File: config.mk
export PLATFORM = sky130hd
export DESIGN_NAME = trap_bank_unit_flat
export DESIGN_NICKNAME = d
export VERILOG_FILES = /design/src/rtl/trap_bank_unit_pkg.sv /design/src/rtl/trap_bank_unit_if.sv /design/src/rtl/trap_bank_unit_strobe_sync.sv /design/src/rtl/trap_bank_unit.sv /design/src/flat_wrapper.sv
export SDC_FILE = /design/constraint.sdc
export NUM_CORES = 1
export LEC_CHECK = 0
export ABC_AREA = 1
export BUFFER_PORTS_ARGS = -buffer_cell sky130_fd_sc_hd__buf_2
export CAP_MARGIN = 20
export CORE_ASPECT_RATIO = 0.7
export CORE_MARGIN = 2
export CORE_UTILIZATION = 50
export CTS_BUF_LIST = sky130_fd_sc_hd__clkbuf_8
export DETAILED_ROUTE_END_ITERATION = 12
export PLACE_DENSITY_LB_ADDON = 0.3
export SLEW_MARGIN = 20
export SYNTH_ARGS = -nofsm -noshare
export SYNTH_HDL_FRONTEND = slang
export SYNTH_SLANG_ARGS = --single-unit
File: constraint.sdc
create_clock -name clk -period 5.7 [get_ports clk]
set_input_delay 0.57 -clock clk [delete_from_list [all_inputs] [get_ports clk]]
set_output_delay 0.57 -clock clk [all_outputs]
set_load 0.03 [all_outputs]
File: src/rtl/trap_bank_unit_pkg.sv
// Shared types and constants for the trap/bank register unit.
package trap_bank_unit_pkg;

    localparam int unsigned BANKS       = 4;
    localparam int unsigned BANK_W      = 8;
    localparam int unsigned FIFO_DEPTH  = 2;
    localparam int unsigned SYNC_STAGES = 2;
    localparam int unsigned BANK_IDX_W  = $clog2(BANKS);
    localparam int unsigned ADDR_W      = 16;
    localparam int unsigned DATA_W      = 8;
    localparam int unsigned STAT_W      = 4;

    // trap_status bit positions
    localparam int unsigned TRAP_STAT_OVF    = 3;
    localparam int unsigned TRAP_STAT_DIR    = 2;
    localparam int unsigned TRAP_STAT_CNT_HI = 1;
    localparam int unsigned TRAP_STAT_CNT_LO = 0;

    localparam logic [DATA_W-1:0] EMPTY_READ_BYTE = 8'hFF;

    // One trapped I/O violation: direction (1 = OUT) and full address
    typedef struct packed {
        logic              dir;
        logic [ADDR_W-1:0] addr;
    } trap_entry_t;

endpackage

File: src/rtl/trap_bank_unit_if.sv
// Z80-side bus between the mapper decode and the trap/bank unit.
// master: CPU/decode side driving strobes, address and write data.
// slave : trap_bank_unit returning read data, translated page and status.
interface trap_bank_unit_if #(
    parameter int unsigned BANK_W = 8
);
    logic [7:0]        data_in;
    logic [7:0]        data_out;
    logic              data_oe;
    logic [15:0]       cpu_addr;
    logic [2:0]        lo_addr;
    logic              io_direction;
    logic              bank_wr_n;
    logic              trap_addr_wr_n;
    logic              trap_addr_rd_n;
    logic              trans_addr;
    logic [BANK_W-1:0] mapped_hi;
    logic [3:0]        trap_status;

    modport master (
        output data_in, cpu_addr, lo_addr, io_direction,
               bank_wr_n, trap_addr_wr_n, trap_addr_rd_n, trans_addr,
        input  data_out, data_oe, mapped_hi, trap_status
    );

    modport slave (
        input  data_in, cpu_addr, lo_addr, io_direction,
               bank_wr_n, trap_addr_wr_n, trap_addr_rd_n, trans_addr,
        output data_out, data_oe, mapped_hi, trap_status
    );
endinterface

File: src/rtl/trap_bank_unit_strobe_sync.sv
// Synchroniser + edge detector for one asynchronous active-low strobe.
// Ports: clk, reset (sync, active-high), in_n (raw strobe),
//        assert_evt (synced 1->0), release_evt (synced 0->1), level (synced value).
module trap_bank_unit_strobe_sync #(
    parameter int unsigned SYNC_STAGES = 2
) (
    input  logic clk,
    input  logic reset,
    input  logic in_n,
    output logic assert_evt,
    output logic release_evt,
    output logic level
);
    logic [SYNC_STAGES-1:0] sync_q;
    logic [SYNC_STAGES-1:0] valid_q;
    logic                   prev_q;
    logic                   armed_q;

    // valid_q marks when sync_q holds real post-reset samples; events are only
    // armed once a genuine high level has been seen, so a strobe held low
    // across reset stays silent until it releases and re-asserts.
    always_ff @(posedge clk) begin
        if (reset) begin
            sync_q  <= '1;
            valid_q <= '0;
            prev_q  <= 1'b1;
            armed_q <= 1'b0;
        end else begin
            sync_q  <= {sync_q[SYNC_STAGES-2:0], in_n};
            valid_q <= {valid_q[SYNC_STAGES-2:0], 1'b1};
            prev_q  <= sync_q[SYNC_STAGES-1];
            if (valid_q[SYNC_STAGES-1] && sync_q[SYNC_STAGES-1]) begin
                armed_q <= 1'b1;
            end
        end
    end

    assign level       = sync_q[SYNC_STAGES-1];
    assign assert_evt  = armed_q &  prev_q & ~level;
    assign release_evt = armed_q & ~prev_q &  level;

endmodule

File: src/rtl/trap_bank_unit.sv
// Bank register file for 16K-page translation plus a trapped-I/O address FIFO
// read back byte-wise by the trap handler.
// Ports: clk, reset (sync, active-high), bus (slave side of trap_bank_unit_if:
//        Z80 strobes/address/data in; data_out/data_oe, mapped_hi, trap_status out).
module trap_bank_unit
    import trap_bank_unit_pkg::*;
#(
    parameter int unsigned BANKS_P       = BANKS,
    parameter int unsigned BANK_W_P      = BANK_W,
    parameter int unsigned FIFO_DEPTH_P  = FIFO_DEPTH,
    parameter int unsigned SYNC_STAGES_P = SYNC_STAGES
) (
    input  logic     clk,
    input  logic     reset,
    trap_bank_unit_if.slave bus
);
    localparam int unsigned IDX_W = $clog2(BANKS_P);
    localparam int unsigned PTR_W = $clog2(FIFO_DEPTH_P);

    logic bank_evt, bank_rel, bank_lvl;
    logic twr_evt, twr_rel, twr_lvl;
    logic trd_evt, trd_rel, trd_lvl;

    trap_bank_unit_strobe_sync #(.SYNC_STAGES(SYNC_STAGES_P)) u_sync_bank (
        .clk(clk), .reset(reset), .in_n(bus.bank_wr_n),
        .assert_evt(bank_evt), .release_evt(bank_rel), .level(bank_lvl)
    );
    trap_bank_unit_strobe_sync #(.SYNC_STAGES(SYNC_STAGES_P)) u_sync_twr (
        .clk(clk), .reset(reset), .in_n(bus.trap_addr_wr_n),
        .assert_evt(twr_evt), .release_evt(twr_rel), .level(twr_lvl)
    );
    trap_bank_unit_strobe_sync #(.SYNC_STAGES(SYNC_STAGES_P)) u_sync_trd (
        .clk(clk), .reset(reset), .in_n(bus.trap_addr_rd_n),
        .assert_evt(trd_evt), .release_evt(trd_rel), .level(trd_lvl)
    );

    logic unused_ok_c;
    assign unused_ok_c = ^{bank_rel, bank_lvl, twr_rel, twr_lvl, trd_lvl, bus.lo_addr[2:1]};

    logic [BANK_W_P-1:0] bank_q [BANKS_P];
    trap_entry_t         fifo_q [FIFO_DEPTH_P];
    logic [PTR_W:0]      wr_ptr_q, rd_ptr_q;
    logic                ovf_q;
    logic                rd_hi_q;

    logic [PTR_W:0] count_c;
    logic           empty_c, full_c, pop_c, push_c, drop_c;
    trap_entry_t    head_c;
    logic [1:0]     cnt_sat_c;
    logic [3:0]     stat_c;

    // FIFO occupancy and push/pop arbitration; a pop on the same clk frees room for a push
    always_comb begin
        count_c   = wr_ptr_q - rd_ptr_q;
        empty_c   = (wr_ptr_q == rd_ptr_q);
        full_c    = (count_c == (PTR_W+1)'(FIFO_DEPTH_P));
        head_c    = fifo_q[rd_ptr_q[PTR_W-1:0]];
        pop_c     = trd_rel && rd_hi_q && !empty_c;
        push_c    = twr_evt && (!full_c || pop_c);
        drop_c    = twr_evt && full_c && !pop_c;
        cnt_sat_c = (32'(count_c) > 32'd3) ? 2'd3 : count_c[1:0];
        stat_c    = '0;
        stat_c[TRAP_STAT_OVF] = ovf_q;
        stat_c[TRAP_STAT_DIR] = !empty_c && head_c.dir;
        stat_c[TRAP_STAT_CNT_HI:TRAP_STAT_CNT_LO] = cnt_sat_c;
    end

    // Bank file, FIFO pointers, sticky overflow and latched read byte select
    always_ff @(posedge clk) begin
        if (reset) begin
            for (int i = 0; i < int'(BANKS_P); i++) begin
                bank_q[i] <= BANK_W_P'(i);
            end
            wr_ptr_q <= '0;
            rd_ptr_q <= '0;
            ovf_q    <= 1'b0;
            rd_hi_q  <= 1'b0;
        end else begin
            if (bank_evt) begin
                bank_q[bus.lo_addr[IDX_W-1:0]] <= BANK_W_P'(bus.data_in);
            end
            if (trd_evt) begin
                rd_hi_q <= bus.lo_addr[0];
            end
            if (push_c) begin
                wr_ptr_q <= wr_ptr_q + (PTR_W+1)'(1);
            end
            if (pop_c) begin
                rd_ptr_q <= rd_ptr_q + (PTR_W+1)'(1);
            end
            if (drop_c) begin
                ovf_q <= 1'b1;
            end else if (pop_c && !push_c && count_c == (PTR_W+1)'(1)) begin
                ovf_q <= 1'b0;
            end
        end
    end

    // FIFO storage needs no reset; pointers define validity
    always_ff @(posedge clk) begin
        if (push_c) begin
            fifo_q[wr_ptr_q[PTR_W-1:0]] <= '{dir: bus.io_direction, addr: bus.cpu_addr};
        end
    end

    assign bus.mapped_hi   = bus.trans_addr ? bank_q[bus.cpu_addr[15 -: IDX_W]]
                                            : BANK_W_P'(bus.cpu_addr[15 -: IDX_W]);
    assign bus.data_out    = empty_c ? EMPTY_READ_BYTE
                           : (rd_hi_q ? head_c.addr[15:8] : head_c.addr[7:0]);
    assign bus.data_oe     = !bus.trap_addr_rd_n;
    assign bus.trap_status = stat_c;

endmodule
File: src/flat_wrapper.sv
// flat-port wrapper written by rule: the top's interface ports become plain ports
module trap_bank_unit_flat import trap_bank_unit_pkg::*;
#(
    parameter int unsigned BANKS_P       = BANKS,
    parameter int unsigned BANK_W_P      = BANK_W,
    parameter int unsigned FIFO_DEPTH_P  = FIFO_DEPTH,
    parameter int unsigned SYNC_STAGES_P = SYNC_STAGES
)
  (clk, reset, bus_data_in, bus_cpu_addr, bus_lo_addr, bus_io_direction, bus_bank_wr_n, bus_trap_addr_wr_n, bus_trap_addr_rd_n, bus_trans_addr, bus_data_out, bus_data_oe, bus_mapped_hi, bus_trap_status);
  trap_bank_unit_if bus_i ();
  input  logic clk;
  input  logic reset;
  input wire logic [$bits(bus_i.data_in)-1:0] bus_data_in;
  input wire logic [$bits(bus_i.cpu_addr)-1:0] bus_cpu_addr;
  input wire logic [$bits(bus_i.lo_addr)-1:0] bus_lo_addr;
  input wire logic [$bits(bus_i.io_direction)-1:0] bus_io_direction;
  input wire logic [$bits(bus_i.bank_wr_n)-1:0] bus_bank_wr_n;
  input wire logic [$bits(bus_i.trap_addr_wr_n)-1:0] bus_trap_addr_wr_n;
  input wire logic [$bits(bus_i.trap_addr_rd_n)-1:0] bus_trap_addr_rd_n;
  input wire logic [$bits(bus_i.trans_addr)-1:0] bus_trans_addr;
  output wire logic [$bits(bus_i.data_out)-1:0] bus_data_out;
  output wire logic [$bits(bus_i.data_oe)-1:0] bus_data_oe;
  output wire logic [$bits(bus_i.mapped_hi)-1:0] bus_mapped_hi;
  output wire logic [$bits(bus_i.trap_status)-1:0] bus_trap_status;
  assign bus_i.data_in = bus_data_in;
  assign bus_i.cpu_addr = bus_cpu_addr;
  assign bus_i.lo_addr = bus_lo_addr;
  assign bus_i.io_direction = bus_io_direction;
  assign bus_i.bank_wr_n = bus_bank_wr_n;
  assign bus_i.trap_addr_wr_n = bus_trap_addr_wr_n;
  assign bus_i.trap_addr_rd_n = bus_trap_addr_rd_n;
  assign bus_i.trans_addr = bus_trans_addr;
  assign bus_data_out = bus_i.data_out;
  assign bus_data_oe = bus_i.data_oe;
  assign bus_mapped_hi = bus_i.mapped_hi;
  assign bus_trap_status = bus_i.trap_status;
  trap_bank_unit #(.BANKS_P(BANKS_P), .BANK_W_P(BANK_W_P), .FIFO_DEPTH_P(FIFO_DEPTH_P), .SYNC_STAGES_P(SYNC_STAGES_P)) u_core (.clk(clk), .reset(reset), .bus(bus_i));
endmodule
# Yosys cells after proc, flatten, opt, wreduce, memory -nomap -nowiden
# Memory sizes are Yosys's and may differ from the RTL's. A register that Yosys moved wholly into a read port is not among the register bits.
# Cells that the tools add are included.
# W data, S select, Z words.
classes:
  magnitude_cmp: 0
  eq_ne: 3
  n_reduce_logical: 19
  muxes: 20
  n_addsub: 3
  div: 0
  shift: 0
  bitwise: 12
  n_mul: 0
ops:
  columns: ["cell", "count"]
  rows:
  - ["$mux W8", 4]
  - ["$mux W1", 15]
  - ["$logic_and A1 B1 Y1", 11]
  - ["$and A1 B1 Y1", 8]
  - ["$reduce_or A8 Y1", 1]
  - ["$logic_not A1 Y1", 5]
  - ["$add A2 B1 Y2 const B", 2]
  - ["$not A1 Y1", 4]
  - ["$eq A2 B1 Y1 const B", 1]
  - ["$eq A2 B2 Y1", 1]
  - ["$eq A2 B2 Y1 const B", 1]
  - ["$mux W2", 1]
  - ["$reduce_bool A2 Y1", 1]
  - ["$sub A2 B2 Y2", 1]
  - ["$logic_or A1 B1 Y1", 1]
word_totals:
  mem_bits_rw: 66
  wordCells: 78
  mem_bits_ro: 0
  register_bits: 24
  mem_count: 2
  latchBits: 0
  output_inout_bits: 21
mem_list:
  columns: ["name", "depth", "word_bits", "rd", "rd_clocked_by_memory_dff", "wr", "line_no", "rtl"]
  rows:
  - ["u_core.fifo_q", 2, 17, 1, 1, 1, "trap_bank_unit.sv:41", "trap_entry_t fifo_q [FIFO_DEPTH_P];"]
  - ["u_core.bank_q", 4, 8, 1, 0, 4, "trap_bank_unit.sv:40", "logic [BANK_W_P-1:0] bank_q [BANKS_P];"]

# Longest topological paths before layout
depth:
  depth_word: 12
  mapped_depth: 10

# Modules after synthesis
# From an unflattened synthesis, not the netlist that was laid out.
hier_totals:
  hier_cells: 357
  hier_area_um2: 3696.0
by_module_without_submodules:
  columns: ["mod", "cells_per_inst", "seq_area_each_um2", "n_inst", "area_per_inst_um2"]
  rows:
  - ["trap_bank_unit", 300, 2122.0, 1, 3163.0]
  - ["trap_bank_unit_strobe_sync", 19, 120.1, 3, 177.7]

# Worst setup path before layout
# No wires, ideal clock.
synth_path:
  path_type: "input to output"
  start: "in bus_cpu_addr[14]"
  end: "out bus_mapped_hi[1]"
  stages: 4
  t_arrival_ns: 2.021
  path_slack_ns: 3.109
  path_cell_list: "buf_2 -> buf_2 -> nor2_1 -> o41ai_1"
synth_via:
  elab_chain_cells: 2
synth_lines:
  columns: ["element", "line_no", "rtl"]
  rows:
  - ["start, declared", "flat_wrapper.sv:14", "input wire logic [$bits(bus_i.cpu_addr)-1:0] bus_cpu_addr;"]
  - ["$mem_v2 Z4 W8", null, null]
  - ["$mux W8", "trap_bank_unit.sv:106", "assign bus.mapped_hi = bus.trans_addr ? bank_q[bus.cpu_addr[15 -: IDX_W]]"]
  - ["end, declared", "flat_wrapper.sv:23", "output wire logic [$bits(bus_i.mapped_hi)-1:0] bus_mapped_hi;"]
# No other way between the ends.

==> results.json <==
{
  "leakagePower_nw": 1.631,
  "status": "finished clean",
  "vias": 2461,
  "dieArea_mm2": 0.007837,
  "syn_nets": 375,
  "num_antenna_cells": 0,
  "num-nets-final": 430,
  "crit_type": "flop to output pin",
  "fin_crit_sh_pct": 46.18,
  "min_path_type": "input port to flop",
  "postCtsSetupRepairBufs": 0,
  "placementRows": 25,
  "portBuffers": 53,
  "grt_pass1_vias": 2393,
  "postCtsResizedCells": 0,
  "cts_buffers": 9,
  "finalHoldWorstSlack_ns": 0.3936,
  "clk_latency_ns": 0.35,
  "maxCapViolCount": 0,
  "clock.fmax_mhz": 379.9,
  "first_pass_iters": 4,
  "cts_tree": "built",
  "wl_um": 6823,
  "synth.avg_cell_area_um2": 10.49,
  "slew_viol_final": 0,
  "drive_gt1_share_pct": 23.50,
  "cp_max_fo": 18,
  "hpwl_um": 4814,
  "gr-total-overflow": 0,
  "peakVddDrop_uv": 196.8,
  "cts.htree.levels": 3,
  "core_mm2": 0.006819,
  "grt_max_degree": 19,
  "gp_congestion": 0.7683,
  "dieHeight_um": 74.67,
  "clockBufferDepth": 2,
  "ys_warn_count": 0,
  "rsz0062_at_grt": "no",
  "cp-start-kind": "flop",
  "vias_per_cell": 4.982,
  "synth.ff_latch_count": 87,
  "cp.required_ns": 5.13,
  "stdcell_count": 494,
  "setup_viol_count_final": 0,
  "drt_iter0_drc": 154,
  "period_minus_slack_ns": 2.632,
  "wl_per_cell_um": 13.81,
  "skew_ns": 0.01115,
  "crit_arrival_ns": 2.06,
  "p_per_area_mw_per_mm2": 290.7,
  "dieWidth_um": 105.0,
  "clk_pin_slew_ns": 0.08,
  "worst_pin_slew_ns": 0.9454,
  "start_util_pct": 52.31,
  "dp.cells": 478,
  "hold_violations": 0,
  "fin_tns_setup_ns": 0,
  "design.portCount": 55,
  "cp-end-kind": "output pin",
  "area.growth.synth_to_final_pct": 15.15,
  "drc": 0,
  "cts.sink_count": 87,
  "synth.distinct_cells": 29,
  "root_buffer": "clkbuf_8",
  "most-common-layout-cells": "nor2_1, edfxtp_1, buf_2",
  "seq_area_frac_synth_pct": 67.34,
  "mappedNetlistArea_mm2": 0.003567,
  "slew_headroom_pct": 36.91,
  "grtUsageTotal_pct": 18.86,
  "ctsHoldBuffers": 0,
  "grt_pass1_wl_um": 11270,
  "netlist_instances": 340,
  "final_common_cell": "nor2_1",
  "antenna_found_initial": 0,
  "postRouteAntennaNets": 0
}
## final cells by class
| cell class | instances | area, µm² |
|---|---|---|
| clock inverters | 6 | 58.81 |
| clock buffers | 10 | 137.6 |
| multi-input cells | 209 | 987.2 |
| fillers | 592 | 2711 |
| flip-flops and latches | 87 | 2402 |
| well taps | 94 | 117.6 |
| repair buffers | 55 | 280.3 |
| inverters | 33 | 123.9 |
## routing by layer
metal	GRT usage, %	up-vias	part of all wire (%)
met5	0	-	0
met4	5.333	0	0.88
met3	5.108	4	4.3
met2	32.47	47	48
met1	24.20	1165	47
li1	-	1245	-
## cell families after synthesis
| group | share of synthesized area (%) |
|---|---|
| AND/OR/NAND/NOR | 18.59 |
| AO/OA/AOI/OAI | 8.243 |
| flip-flops | 67.34 |
| XOR/XNOR | 0.4911 |
| buffers and inverters | 4.980 |
| adder cells (fa/ha/maj) | 0.3507 |
## stage by stage
step / area, µm² / power [mW] / setup WS (ns) / utilization, %
after floorplan: 3567 / 0.7554 / 3.109 / -
after global placement: 3911 / 0.7817 / 3.340 / 57.36
after detailed placement: 3911 / 0.7849 / 3.242 / 57.36
after CTS: 4108 / 1.204 / 3.065 / 60.24
after global routing: 4108 / 1.237 / 2.821 / 60.24
final: 4108 / 1.194 / 3.068 / 60.24
## where the power goes
| part | total [mW] | leakage [nW] | internal [mW] | switching, mW |
|---|---|---|---|---|
| clock | 0.425 | 0.110 | 0.214 | 0.211 |
| combinational | 0.0716 | 0.725 | 0.0229 | 0.0487 |
| sequential | 0.698 | 0.796 | 0.693 | 0.00517 |
| total | 1.19 | 1.63 | 0.929 | 0.265 |
## final timing paths
path	startpoint	end	slack, ns	cells past startpoint
hold / removal	bus_bank_wr_n	u_core.u_sync_bank.sync_q[0]	0.39	2
setup / recovery	flop	bus_data_out[5]	3.07	6
setup reg to reg	u_core.rd_hi_q	u_core.fifo_q[1][2]	3.29	6
hold reg to reg	u_core.u_sync_twr.sync_q[0]	u_core.u_sync_twr.sync_q[1]	0.41	1
## synthesized netlist by cell type
cell       n  area share [%]
nand3_1    6            0.84
nor2_1    89             9.4
o221ai_1   1            0.25
nand2_4    1            0.32
or2_2      6             1.1
inv_1     29             3.1
clkbuf_1   3            0.32
clkinv_1   1            0.11
a21oi_1   13             1.8
xnor2_1    1            0.25
nor4_1     1            0.18
o21ai_0   22             3.1
o311ai_0   4            0.98
buf_2      7            0.98
a31oi_1    1            0.18
nand2_2    8             1.4
nor2_2     5            0.88
nor3_1     7            0.98
xor2_1     1            0.25
ha_1       1            0.35
dfxtp_1   21              12
inv_2      3            0.32
nand2_1   34             3.6
o211ai_1   1            0.21
o311ai_1   3            0.74
edfxtp_1  66              56
buf_4      1            0.21
a21oi_2    2            0.49
o41ai_1    2            0.49
## registers in the layout, indices dropped and copies added (netlist names), named ones only
| signal | flops |
|---|---|
| u_core.u_sync_twr.armed_q | 1 |
| u_core.u_sync_trd.valid_q | 1 |
| u_core.rd_hi_q | 1 |
| u_core.u_sync_trd.sync_q | 2 |
| u_core.wr_ptr_q | 2 |
| u_core.u_sync_trd.armed_q | 1 |
| u_core.u_sync_bank.sync_q | 2 |
| u_core.u_sync_twr.prev_q | 1 |
| u_core.rd_ptr_q | 2 |
| u_core.u_sync_bank.armed_q | 1 |
| u_core.u_sync_bank.valid_q | 1 |
| u_core.u_sync_twr.sync_q | 2 |
| u_core.u_sync_trd.prev_q | 1 |
| u_core.fifo_q | 34 |
| u_core.u_sync_bank.prev_q | 1 |
| u_core.ovf_q | 1 |
| u_core.bank_q | 32 |
## worst max-delay path, cell delays in order, from the launching register on
cell      delay, ns
dfxtp_1        0.74
inv_2          0.29
nor2_1         0.16
nor2_1         0.06
o21ai_0        0.09
o311ai_0       0.16
buf_2          0.21
(Power assumes the default switching activity.)
